[src/rtl/code_conv_pkg.sv]
// code_conv_pkg: shared types and default widths for the code converter.
// Conversion mode encoding matches the 2-bit i_mode port of code_conv_pipe.
package code_conv_pkg;

  typedef enum logic [1:0] {
    CONV_U1_U2 = 2'd0,
    CONV_U2_U1 = 2'd1,
    CONV_ZM_U2 = 2'd2,
    CONV_U2_ZM = 2'd3
  } conv_mode_e;

  localparam int BITS_DEF  = 8;
  localparam int CNT_W_DEF = 16;

endpackage

[src/rtl/code_conv_core.sv]
// code_conv_core: combinational mapping of one operand between U1, U2 and ZM.
// Non-negative operands pass through unchanged in every mode. Values that have
// no representation in the target code are saturated and flagged on o_ovf.
module code_conv_core
  import code_conv_pkg::*;
#(
  parameter int BITS = BITS_DEF
) (
  input  logic [BITS-1:0] i_arg,
  input  conv_mode_e      i_mode,
  output logic [BITS-1:0] o_result,
  output logic            o_ovf
);

  localparam logic [BITS-1:0] MIN_VAL = {1'b1, {(BITS-1){1'b0}}};
  localparam logic [BITS-1:0] ONE     = BITS'(1);

  logic            w_sign;
  logic            w_is_min;
  logic [BITS-1:0] w_neg;
  logic [BITS-1:0] w_mag_zm;

  assign w_sign   = i_arg[BITS-1];
  assign w_is_min = (i_arg == MIN_VAL);
  assign w_neg    = ~i_arg + ONE;
  assign w_mag_zm = {1'b0, i_arg[BITS-2:0]};

  // Select the conversion for negative operands; positive ones fall through.
  always_comb begin
    o_result = i_arg;
    o_ovf    = 1'b0;
    if (w_sign) begin
      case (i_mode)
        CONV_U1_U2: o_result = i_arg + ONE;
        CONV_U2_U1: begin
          if (w_is_min) begin
            o_result = MIN_VAL;
            o_ovf    = 1'b1;
          end else begin
            o_result = i_arg - ONE;
          end
        end
        CONV_ZM_U2: o_result = ~w_mag_zm + ONE;
        CONV_U2_ZM: begin
          if (w_is_min) begin
            o_result = '1;
            o_ovf    = 1'b1;
          end else begin
            o_result = {1'b1, w_neg[BITS-2:0]};
          end
        end
        default: o_result = i_arg;
      endcase
    end
  end

endmodule

[src/rtl/code_conv_pipe.sv]
// code_conv_pipe: two-stage valid/ready pipeline around code_conv_core.
// S1 registers the operand and mode, the core converts from S1, S2 registers
// the result. Optional statistics counters are enabled by CODE_CONV_STATS_EN.
module code_conv_pipe
  import code_conv_pkg::*;
#(
  parameter int BITS  = BITS_DEF,
  parameter int CNT_W = CNT_W_DEF
) (
  input  logic             i_clk,
  input  logic             i_rst_n,
  input  logic             i_valid,
  output logic             o_ready,
  input  logic [BITS-1:0]  i_argA,
  input  logic [1:0]       i_mode,
  output logic             o_valid,
  input  logic             i_ready,
  output logic [BITS-1:0]  o_result,
  output logic             o_ovf
`ifdef CODE_CONV_STATS_EN
  ,
  input  logic             i_clr,
  output logic [CNT_W-1:0] o_cnt_conv,
  output logic [CNT_W-1:0] o_cnt_ovf
`endif
);

  if (BITS < 2 || BITS > 32 || CNT_W < 1) begin : g_param_chk
    $error("code_conv_pipe: BITS must be 2..32 and CNT_W at least 1");
  end

  logic            w_s2_load;
  logic            w_s1_load;
  logic            r_s1_v;
  logic            r_s2_v;
  logic [BITS-1:0] r_s1_arg;
  logic [1:0]      r_s1_mode;
  logic [BITS-1:0] w_core_res;
  logic            w_core_ovf;
  logic [BITS-1:0] r_s2_res;
  logic            r_s2_ovf;

  // S2 may advance whenever it is empty or its word is being taken; S1 may
  // advance whenever it is empty or can hand its word to S2.
  assign w_s2_load = !r_s2_v || i_ready;
  assign w_s1_load = !r_s1_v || w_s2_load;
  assign o_ready   = w_s1_load;
  assign o_valid   = r_s2_v;
  assign o_result  = r_s2_res;
  assign o_ovf     = r_s2_ovf;

  // S1: capture operand and mode on input transfer.
  always_ff @(posedge i_clk or negedge i_rst_n) begin
    if (!i_rst_n) begin
      r_s1_v    <= 1'b0;
      r_s1_arg  <= '0;
      r_s1_mode <= '0;
    end else if (w_s1_load) begin
      r_s1_v <= i_valid;
      if (i_valid) begin
        r_s1_arg  <= i_argA;
        r_s1_mode <= i_mode;
      end
    end
  end

  code_conv_core #(
    .BITS (BITS)
  ) u_core (
    .i_arg    (r_s1_arg),
    .i_mode   (conv_mode_e'(r_s1_mode)),
    .o_result (w_core_res),
    .o_ovf    (w_core_ovf)
  );

  // S2: hold converted result; frozen while downstream stalls.
  always_ff @(posedge i_clk or negedge i_rst_n) begin
    if (!i_rst_n) begin
      r_s2_v   <= 1'b0;
      r_s2_res <= '0;
      r_s2_ovf <= 1'b0;
    end else if (w_s2_load) begin
      r_s2_v <= r_s1_v;
      if (r_s1_v) begin
        r_s2_res <= w_core_res;
        r_s2_ovf <= w_core_ovf;
      end
    end
  end

`ifdef CODE_CONV_STATS_EN
  logic             w_out_xfer;
  logic [CNT_W-1:0] r_cnt_conv;
  logic [CNT_W-1:0] r_cnt_ovf;

  function automatic logic [CNT_W-1:0] sat_inc(input logic [CNT_W-1:0] v);
    return (&v) ? v : v + CNT_W'(1);
  endfunction

  assign w_out_xfer = r_s2_v && i_ready;
  assign o_cnt_conv = r_cnt_conv;
  assign o_cnt_ovf  = r_cnt_ovf;

  // Saturating delivery counters; clear wins over a same-cycle increment.
  always_ff @(posedge i_clk or negedge i_rst_n) begin
    if (!i_rst_n) begin
      r_cnt_conv <= '0;
      r_cnt_ovf  <= '0;
    end else if (i_clr) begin
      r_cnt_conv <= '0;
      r_cnt_ovf  <= '0;
    end else if (w_out_xfer) begin
      r_cnt_conv <= sat_inc(r_cnt_conv);
      if (r_s2_ovf) begin
        r_cnt_ovf <= sat_inc(r_cnt_ovf);
      end
    end
  end
`endif

endmodule

[config.mk]
export PLATFORM = sky130hd
export DESIGN_NAME = code_conv_pipe
export DESIGN_NICKNAME = d
export VERILOG_FILES = /design/src/rtl/code_conv_pkg.sv /design/src/rtl/code_conv_core.sv /design/src/rtl/code_conv_pipe.sv
export SDC_FILE = /design/constraint.sdc
export NUM_CORES = 1
export LEC_CHECK = 0
export BUFFER_PORTS_ARGS = -buffer_cell sky130_fd_sc_hd__buf_2
export CAP_MARGIN = 5
export CELL_PAD_IN_SITES_DETAIL_PLACEMENT = 0
export CELL_PAD_IN_SITES_GLOBAL_PLACEMENT = 1
export CORE_AREA = 2 2 65 82
export CTS_BUF_LIST = sky130_fd_sc_hd__clkbuf_4
export CTS_CLUSTER_DIAMETER = 100
export DETAILED_ROUTE_END_ITERATION = 12
export DIE_AREA = 0 0 67 84
export GPL_ROUTABILITY_DRIVEN = 0
export HOLD_SLACK_MARGIN = 0.02
export PLACE_DENSITY_LB_ADDON = 0.08
export SYNTH_ARGS = -nofsm -noshare
export SYNTH_HDL_FRONTEND = slang
export SYNTH_SLANG_ARGS = --single-unit
[constraint.sdc]
create_clock -name i_clk -period 3.55 [get_ports i_clk]
set_clock_uncertainty 0.05 [all_clocks]
set_input_delay 0.5325 -clock i_clk [delete_from_list [all_inputs] [get_ports i_clk]]
set_output_delay 0.5325 -clock i_clk [all_outputs]
set_load 0.005 [all_outputs]
==> results of run 1 <==
-- kinds of logic after synthesis --
family | after synthesis | share of synthesized area (%)
AO/OA/AOI/OAI | 36 | 18.6
XOR/XNOR | 6 | 3.76
adder cells (fa/ha/maj) | 2 | 1.61
buffers and inverters | 19 | 5.81
flip-flops | 21 | 37.6
multiplexers | 14 | 11.3
AND/OR/NAND/NOR | 52 | 21.4
-- state kept, by name, summed over array words and instances, names as in the netlist --
signal / flops
r_s1_mode: 2
r_s1_v: 1
o_ovf: 1
r_s1_arg: 8
o_result: 8
o_valid: 1
-- worst max path at each step --
stage / to / slack [ns]
final: o_result[6] / 1.20
after global routing: o_result[6] / 1.06
after CTS: o_result[6] / 1.23
after detailed placement: o_result[6] / 1.27
after global placement: o_result[6] / 1.33
after floorplan: o_result[6] / 1.52
-- layer usage --
metal | wire length (um) | global-route usage [%] | part of all wire [%]
met3 | 98 | 2.02 | 2.8
met1 | 1700 | 18.0 | 48
met2 | 1700 | 22.1 | 48
met4 | 38 | 4.45 | 1.1
met5 | 0 | 0 | 0
-- layout by cell type (no fill, tap or decap), types with 3 or more instances in the layout --
cell type / n
inv_1: 6
buf_2: 24
nand2_1: 12
and3_1: 4
mux2_2: 10
nand2b_1: 3
nand3_1: 4
nand4_1: 4
dfrtp_1: 21
nor2_1: 8
o211ai_1: 3
xor2_1: 4
mux2i_1: 3
a21oi_1: 6
o21ai_0: 10
clkbuf_4: 4
-- through the flow --
step	instance area (um^2)	setup slack [ns]	std cells
after global placement	1540	1.33	223
after global routing	1570	1.06	227
after floorplan	1400	1.52	150
after detailed placement	1540	1.27	223
final	1570	1.20	227
after CTS	1570	1.23	227
-- report_power, final --
part	total (mW)	switching (mW)	internal (mW)
Combinational	0.239	0.118	0.120
Sequential	0.359	0.0746	0.284
Clock	0.133	0.0818	0.0516
-- layout make-up --
class                      instances  area, um^2
clock buffer                       4        30.0
fill                             542        3370
inverter                           6        22.5
multi-input combinational        110         792
sequential                        21         526
tap                               62        77.6
timing repair buffer              24         120
==> key figures, run 1 <==
STA
  • Final Cycle Share: 66.2%
  • Hold WS: 0.0989 ns
  • Final setup vio count: 0
  • Final hold viol count: 0
  • Worst Tran Pin Value: 0.768 ns
  • Fmax: 425 MHz
  • Setup TNS: 0 ns
  • Slew HR: 48.8%
  • Pins Over Slew Limit: 0
  • Period minus WS final: 2.35 ns
  • RSZ-0062 raised after global routing: false

Clock network
  • CTS root buf: clkbuf_4
  • CTS tree: done
  • Clk_lat worst skew: 0.32 ns
  • Hold Buf Count CTS: 0
  • Clk slew on worst S/H paths: 0.13 ns
  • Max Buffers Root-to-Sink: 2
  • Num CTS Buffers: 3
  • Clock Sinks: 21
  • H-tree depth: 1
  • Post-CTS setup buffer count: 0
  • Resized cells post-CTS: 0

Die
  • Die ar.: 5630 um^2
  • Width of the die: 67 um
  • # IOs: 25
  • Initial Util: 28.3%
  • Placement Rows: 29
  • Placeable Area: 4930 um^2
  • Chip height: 84 um

Worst setup path
  • Reg2reg path depth: 7
  • Worst Setup End Kind: flop
  • Crit path kind: flop to flop
  • Crit-path max FO: 11
  • Crit path from: r_s1_arg[1]
  • Kind of cell adding the most delay to the critical path: compound AO/OA/AOI/OAI gates
  • Reg-to-reg slack, setup: 1.20 ns
  • Setup crit start kind: flop
  • Crit-path slowest cell: dfrtp_1
  • Worst path bufs/invs: 1
  • Crit-path cells: inv_1, ha_1, nor4b_2, a21boi_0, mux2i_1, a21oi_1, a211o_1
  • Reg2Reg Capture Point: o_result[6]
  • R2r startpoint: r_s1_arg[1]
  • Max stage delay on crit path: 0.52 ns
  • Critical path data arrival time: 2.51 ns
  • CP Depth: 7
  • Req. time, crit path: 3.71 ns

Synth
  • Most frequent cell after synthesis: dfrtp_1
  • Register area share after synthesis: 37.6%
  • Synth unique cells: 48
  • Synthesized area per cell: 9.33 um^2
  • Largest area contributor in the netlist: dfrtp_1
  • Post-Syn Area: 1400 um^2
  • Top_reg_cell synth: dfrtp_1
  • Post-synth ARST share: 100%
  • Commonest cells in the netlist: dfrtp_1 (21), nand2_1 (12), mux2_2 (10), o21ai_0 (10), clkbuf_1 (9)
  • Synth area leaders: dfrtp_1 (38%), mux2_2 (8.1%), o21ai_0 (3.6%), nand2_1 (3.2%), xor2_1 (2.5%)
  • Mapped Cells: 150
  • Yosys warning total: 0
  • Syn Nets: 165
  • Register bit total from synthesis: 21
  • Top-area cell type share of the netlist area: 37.6%
  • Post-synth EDFFs: 0

Route
  • Starting DRC count in detailed routing: 37
  • Post-route ant nets: 0
  • Vias per Instance: 5.32
  • Wire length per cell: 15.6 um
  • Total wire length: 3.54 mm
  • Residual DRC: 0
  • First-pass detailed-route iteration total: 4
  • DR vias: 1,207

Layout
  • Final core utilization: 31.8%
  • Final net count: 181
  • N_diodes: 0
  • Area grow syn2layout: 12.1%
  • Layout cells sized above 1: 26.1%

Global routing
  • Initial antenna violation count: 0
  • Largest net degree at the start of global routing: 24
  • Global Route Usage Sum: 13.6%
  • Vias in the first global route: 1,181
  • Remaining Overflow, GRT: 0
  • First-pass GRT wire length: 5.94 mm

Power
  • Total Power: 0.731 mW
  • VDD IR max: 0.199 mV
  • Leakage power: 0.660 nW
  • Pwr Density: 466 nW/um^2

Place
  • Post-DP HPWL: 2.52 mm
  • IO Port Bufs: 24

Run status
  • Status: complete, no violations

Run
  • Max cap viols: 0

Hold path
  • Worst Hold Class: primary input to asynchronous set/reset pin
Power figures use the tool's default switching activity.
==> run 2: changes to the inputs <==
- ABC_AREA: not set -> 1
- clock period: 3.55 -> 2.32 ns (I/O delays scaled with it)
==> run 2 against run 1 <==
Against the previous run: wire length up 7.8%; core utilization up 1.1 points; worst hold slack better by 0.12 ns; count of clock-buffer cells in the layout down 1; critical path type unchanged; critical endpoint is now o_result[5]; largest cell class unchanged; largest power group unchanged.
==> key figures, run 2 <==
Layout
  • Most common cell after layout, fill and taps aside: nand2_1
  • N_diodes: 0 (unchanged)
  • Final net count: 242 (+34%)
  • Most frequent cells in the layout: nand2_1 (67), buf_2 (24), nor2_1 (23)
  • Area grow syn2layout: 14.4%
  • Layout cells sized above 1: 21.2% (-4.8 points)

Worst setup path
  • Setup crit start kind: flop
  • Worst Setup End Kind: flop
  • Req. time, crit path: 2.50 ns (-1.21 ns)
  • Crit-path max FO: 8 (-3)
  • Kind of cell adding the most delay to the critical path: simple AND/OR/NAND/NOR gates
  • Crit-path most repeated cell: nand2_1
  • Crit path kind: flop to flop
  • Critical path data arrival time: 2.01 ns (-0.50 ns)
  • Crit-path slowest cell: dfrtp_1
  • Worst path bufs/invs: 2 (+1)
  • Crit-path cells: inv_1, ha_1, nand3_1, inv_1, nand2_1, nand2_1, o21ai_1, nor2_1, nand2_1, nand2_1, nand2_1
  • Max stage delay on crit path: 0.41 ns (-0.11 ns)

Clock network
  • Clk_lat worst skew: 0.32 ns (about the same)
  • Max Buffers Root-to-Sink: 2 (unchanged)
  • Clock Sinks: 21 (unchanged)
  • H-tree depth: 1 (unchanged)
  • Clk slew on worst S/H paths: 0.13 ns (about the same)
  • CTS tree: done
  • Hold Buf Count CTS: 1 (+1)
  • Num CTS Buffers: 3 (unchanged)
  • Resized cells post-CTS: 0 (unchanged)
  • CTS root buf: clkbuf_4
  • Post-CTS setup buffer count: 0 (unchanged)

Synth
  • Most frequent cell after synthesis: nand2_1
  • Synthesized area per cell: 7.05 um^2 (-24%)
  • Largest area contributor in the netlist: dfrtp_1
  • Top_reg_cell synth: dfrtp_1
  • Post-Syn Area: 1420 um^2 (+1.3%)
  • Synth area leaders: dfrtp_1 (37%), nand2_1 (18%), a21oi_1 (7.1%), nor2_1 (6.1%), nand3_1 (5.6%)
  • Yosys warning total: 0 (unchanged)
  • Register bit total from synthesis: 21 (unchanged)
  • Syn Nets: 216 (+31%)
  • Commonest cells in the netlist: nand2_1 (67), nor2_1 (23), dfrtp_1 (21)
  • Post-synth EDFFs: 0 (unchanged)
  • Register area share after synthesis: 37.1% (-0.50 points)
  • Top-area cell type share of the netlist area: 37.1% (-0.50 points)
  • Post-synth ARST share: 100% (unchanged)
  • Mapped Cells: 201 (+34%)
  • Synth unique cells: 26 (-46%)

Route
  • WL met2: 1.85 mm (+8.8%)
  • M1 WL: 1.78 mm (+4.7%)
  • Total wire length: 3.81 mm (+7.8%)
  • Post-route ant nets: 0 (unchanged)
  • Highest metal used: met4
  • Residual DRC: 0 (unchanged)
  • DR vias: 1,323 (+9.6%)
  • Wire length per cell: 13.2 um (-15%)
  • Vias per Instance: 4.59 (-14%)
  • Starting DRC count in detailed routing: 58 (+57%)
  • First-pass detailed-route iteration total: 4 (unchanged)
  • Met3 wire length: 114 um (+16%)

Power
  • Int Pwr: 0.713 mW (+56%)
  • Pwr Density: 764 nW/um^2 (+64%)
  • VDD IR max: 0.289 mV (+46%)
  • Sequential power share: 42.5% (-6.6 points)
  • Combinational power share: 42.3% (+9.6 points)
  • NetSw: 0.525 mW (+91%)
  • Clock share of power: 15.3% (-2.9 points)
  • Leakage power: 0.877 nW (+33%)
  • Sw Ratio: 42.4% (+4.8 points)

Die
  • # IOs: 25 (unchanged)
  • Initial Util: 28.7% (+0.38 points)
  • Chip height: 84 um (unchanged)
  • Width of the die: 67 um (unchanged)
  • Die ar.: 5630 um^2 (unchanged)
  • Placeable Area: 4930 um^2 (unchanged)
  • Placement Rows: 29 (unchanged)

STA
  • Final hold viol count: 0 (unchanged)
  • RSZ-0062 raised after global routing: false
  • Period minus WS final: 1.83 ns (-0.524 ns)
  • Fmax: 547 MHz (+29%)
  • Worst Tran Pin Value: 0.616 ns (-0.152 ns)
  • Final WS setup: 0.493 ns (-0.706 ns)
  • Pins Over Slew Limit: 0 (unchanged)
  • Slew HR: 58.8% (+10 points)
  • Setup TNS: 0 ns (unchanged)
  • Final setup vio count: 0 (unchanged)
  • Final Cycle Share: 78.8% (+13 points)

Global routing
  • Initial antenna violation count: 0 (unchanged)
  • Largest net degree at the start of global routing: 22 (-8.3%)
  • First-pass GRT wire length: 6.54 mm (+10%)
  • Vias in the first global route: 1,327 (+12%)
  • Remaining Overflow, GRT: 0 (unchanged)
  • Global Route Usage Sum: 15.3% (+1.7 points)

Place
  • Post-DP HPWL: 2.97 mm (+18%)
  • Pre-CTS setup slack: 0.501 ns (-0.772 ns)
  • IO Port Bufs: 24 (unchanged)

Hold path
  • Worst Hold Class: primary input to flop

Run status
  • Status: complete, no violations

Run
  • Max cap viols: 0 (unchanged)
-- run 2: worst paths after layout --
path / depth (start not counted) / slack [ns] / to / from
min in group asynchronous: 2 / 0.45 / o_result[7] / i_rst_n
hold reg to reg: 2 / 0.44 / o_result[6] / o_result[6]
setup reg to reg: 11 / 0.49 / o_result[5] / r_s1_arg[0]
hold / removal: 3 / 0.22 / r_s1_arg[2] / i_argA[2]
setup / recovery: 11 / 0.49 / o_result[5] / r_s1_arg[0]
max in group asynchronous: 2 / 1.42 / r_s1_arg[1] / i_rst_n
-- run 2: kinds of logic (layout without fill, tap and decap cells) --
| group | after synthesis | in the layout | synth area share (%) |
|---|---|---|---|
| DFF | 21 | 21 | 37.1 |
| and+or+nand+nor | 124 | 124 | 41.7 |
| adders and majority gates | 1 | 1 | 0.882 |
| xor gates and xnor gates | 3 | 3 | 1.85 |
| buffers and inverters | 22 | 47 | 7.15 |
| AOI/OAI and AO/OA | 30 | 30 | 11.4 |
-- run 2: power by group through the flow --
stage / Sequential, mW / Clock, mW / Combinational (mW)
detailed placement: 0.534 / 0 / 0.534
global placement: 0.533 / 0 / 0.534
CTS: 0.527 / 0.203 / 0.536
floorplan: 0.526 / 0 / 0.370
global route: 0.540 / 0.219 / 0.606
finish: 0.526 / 0.189 / 0.523
-- run 2: cell type report --
cell class / count / area, um^2
clock buffer: 3 / 22.5
clock inverter: 1 / 5.00
fill: 590 / 3310
inverter: 18 / 70.1
multi-input combinational: 158 / 791
sequential: 21 / 526
tap: 62 / 77.6
timing repair buffer: 25 / 130
-- run 2: worst reg2reg max path, cell delays in order, from the launching register on --
cell and delay (ns):
dfrtp_1 0.41, inv_1 0.16, ha_1 0.21, nand3_1 0.11
inv_1 0.13, nand2_1 0.17, nand2_1 0.17, o21ai_1 0.08
nor2_1 0.11, nand2_1 0.06, nand2_1 0.05, nand2_1 0.05
-- run 2: layer usage --
metal	up-vias	track usage, %
li1	690	-
met1	600	19.7
met2	26	25.6
met3	7	2.02
met4	0	5.01
met5	-	0
-- run 2: metrics by stage --
step / instance area (um^2) / total power [mW] / hold WS [ns] / util (%) / instances
after floorplan: 1420 / 0.896 / 0.00241 / - / 201
after global placement: 1580 / 1.07 / 0.299 / 32.1 / 283
after detailed placement: 1580 / 1.07 / 0.306 / 32.1 / 283
after CTS: 1620 / 1.27 / 0.216 / 32.9 / 288
after global routing: 1620 / 1.37 / 0.231 / 32.9 / 288
final: 1620 / 1.24 / 0.220 / 32.9 / 288
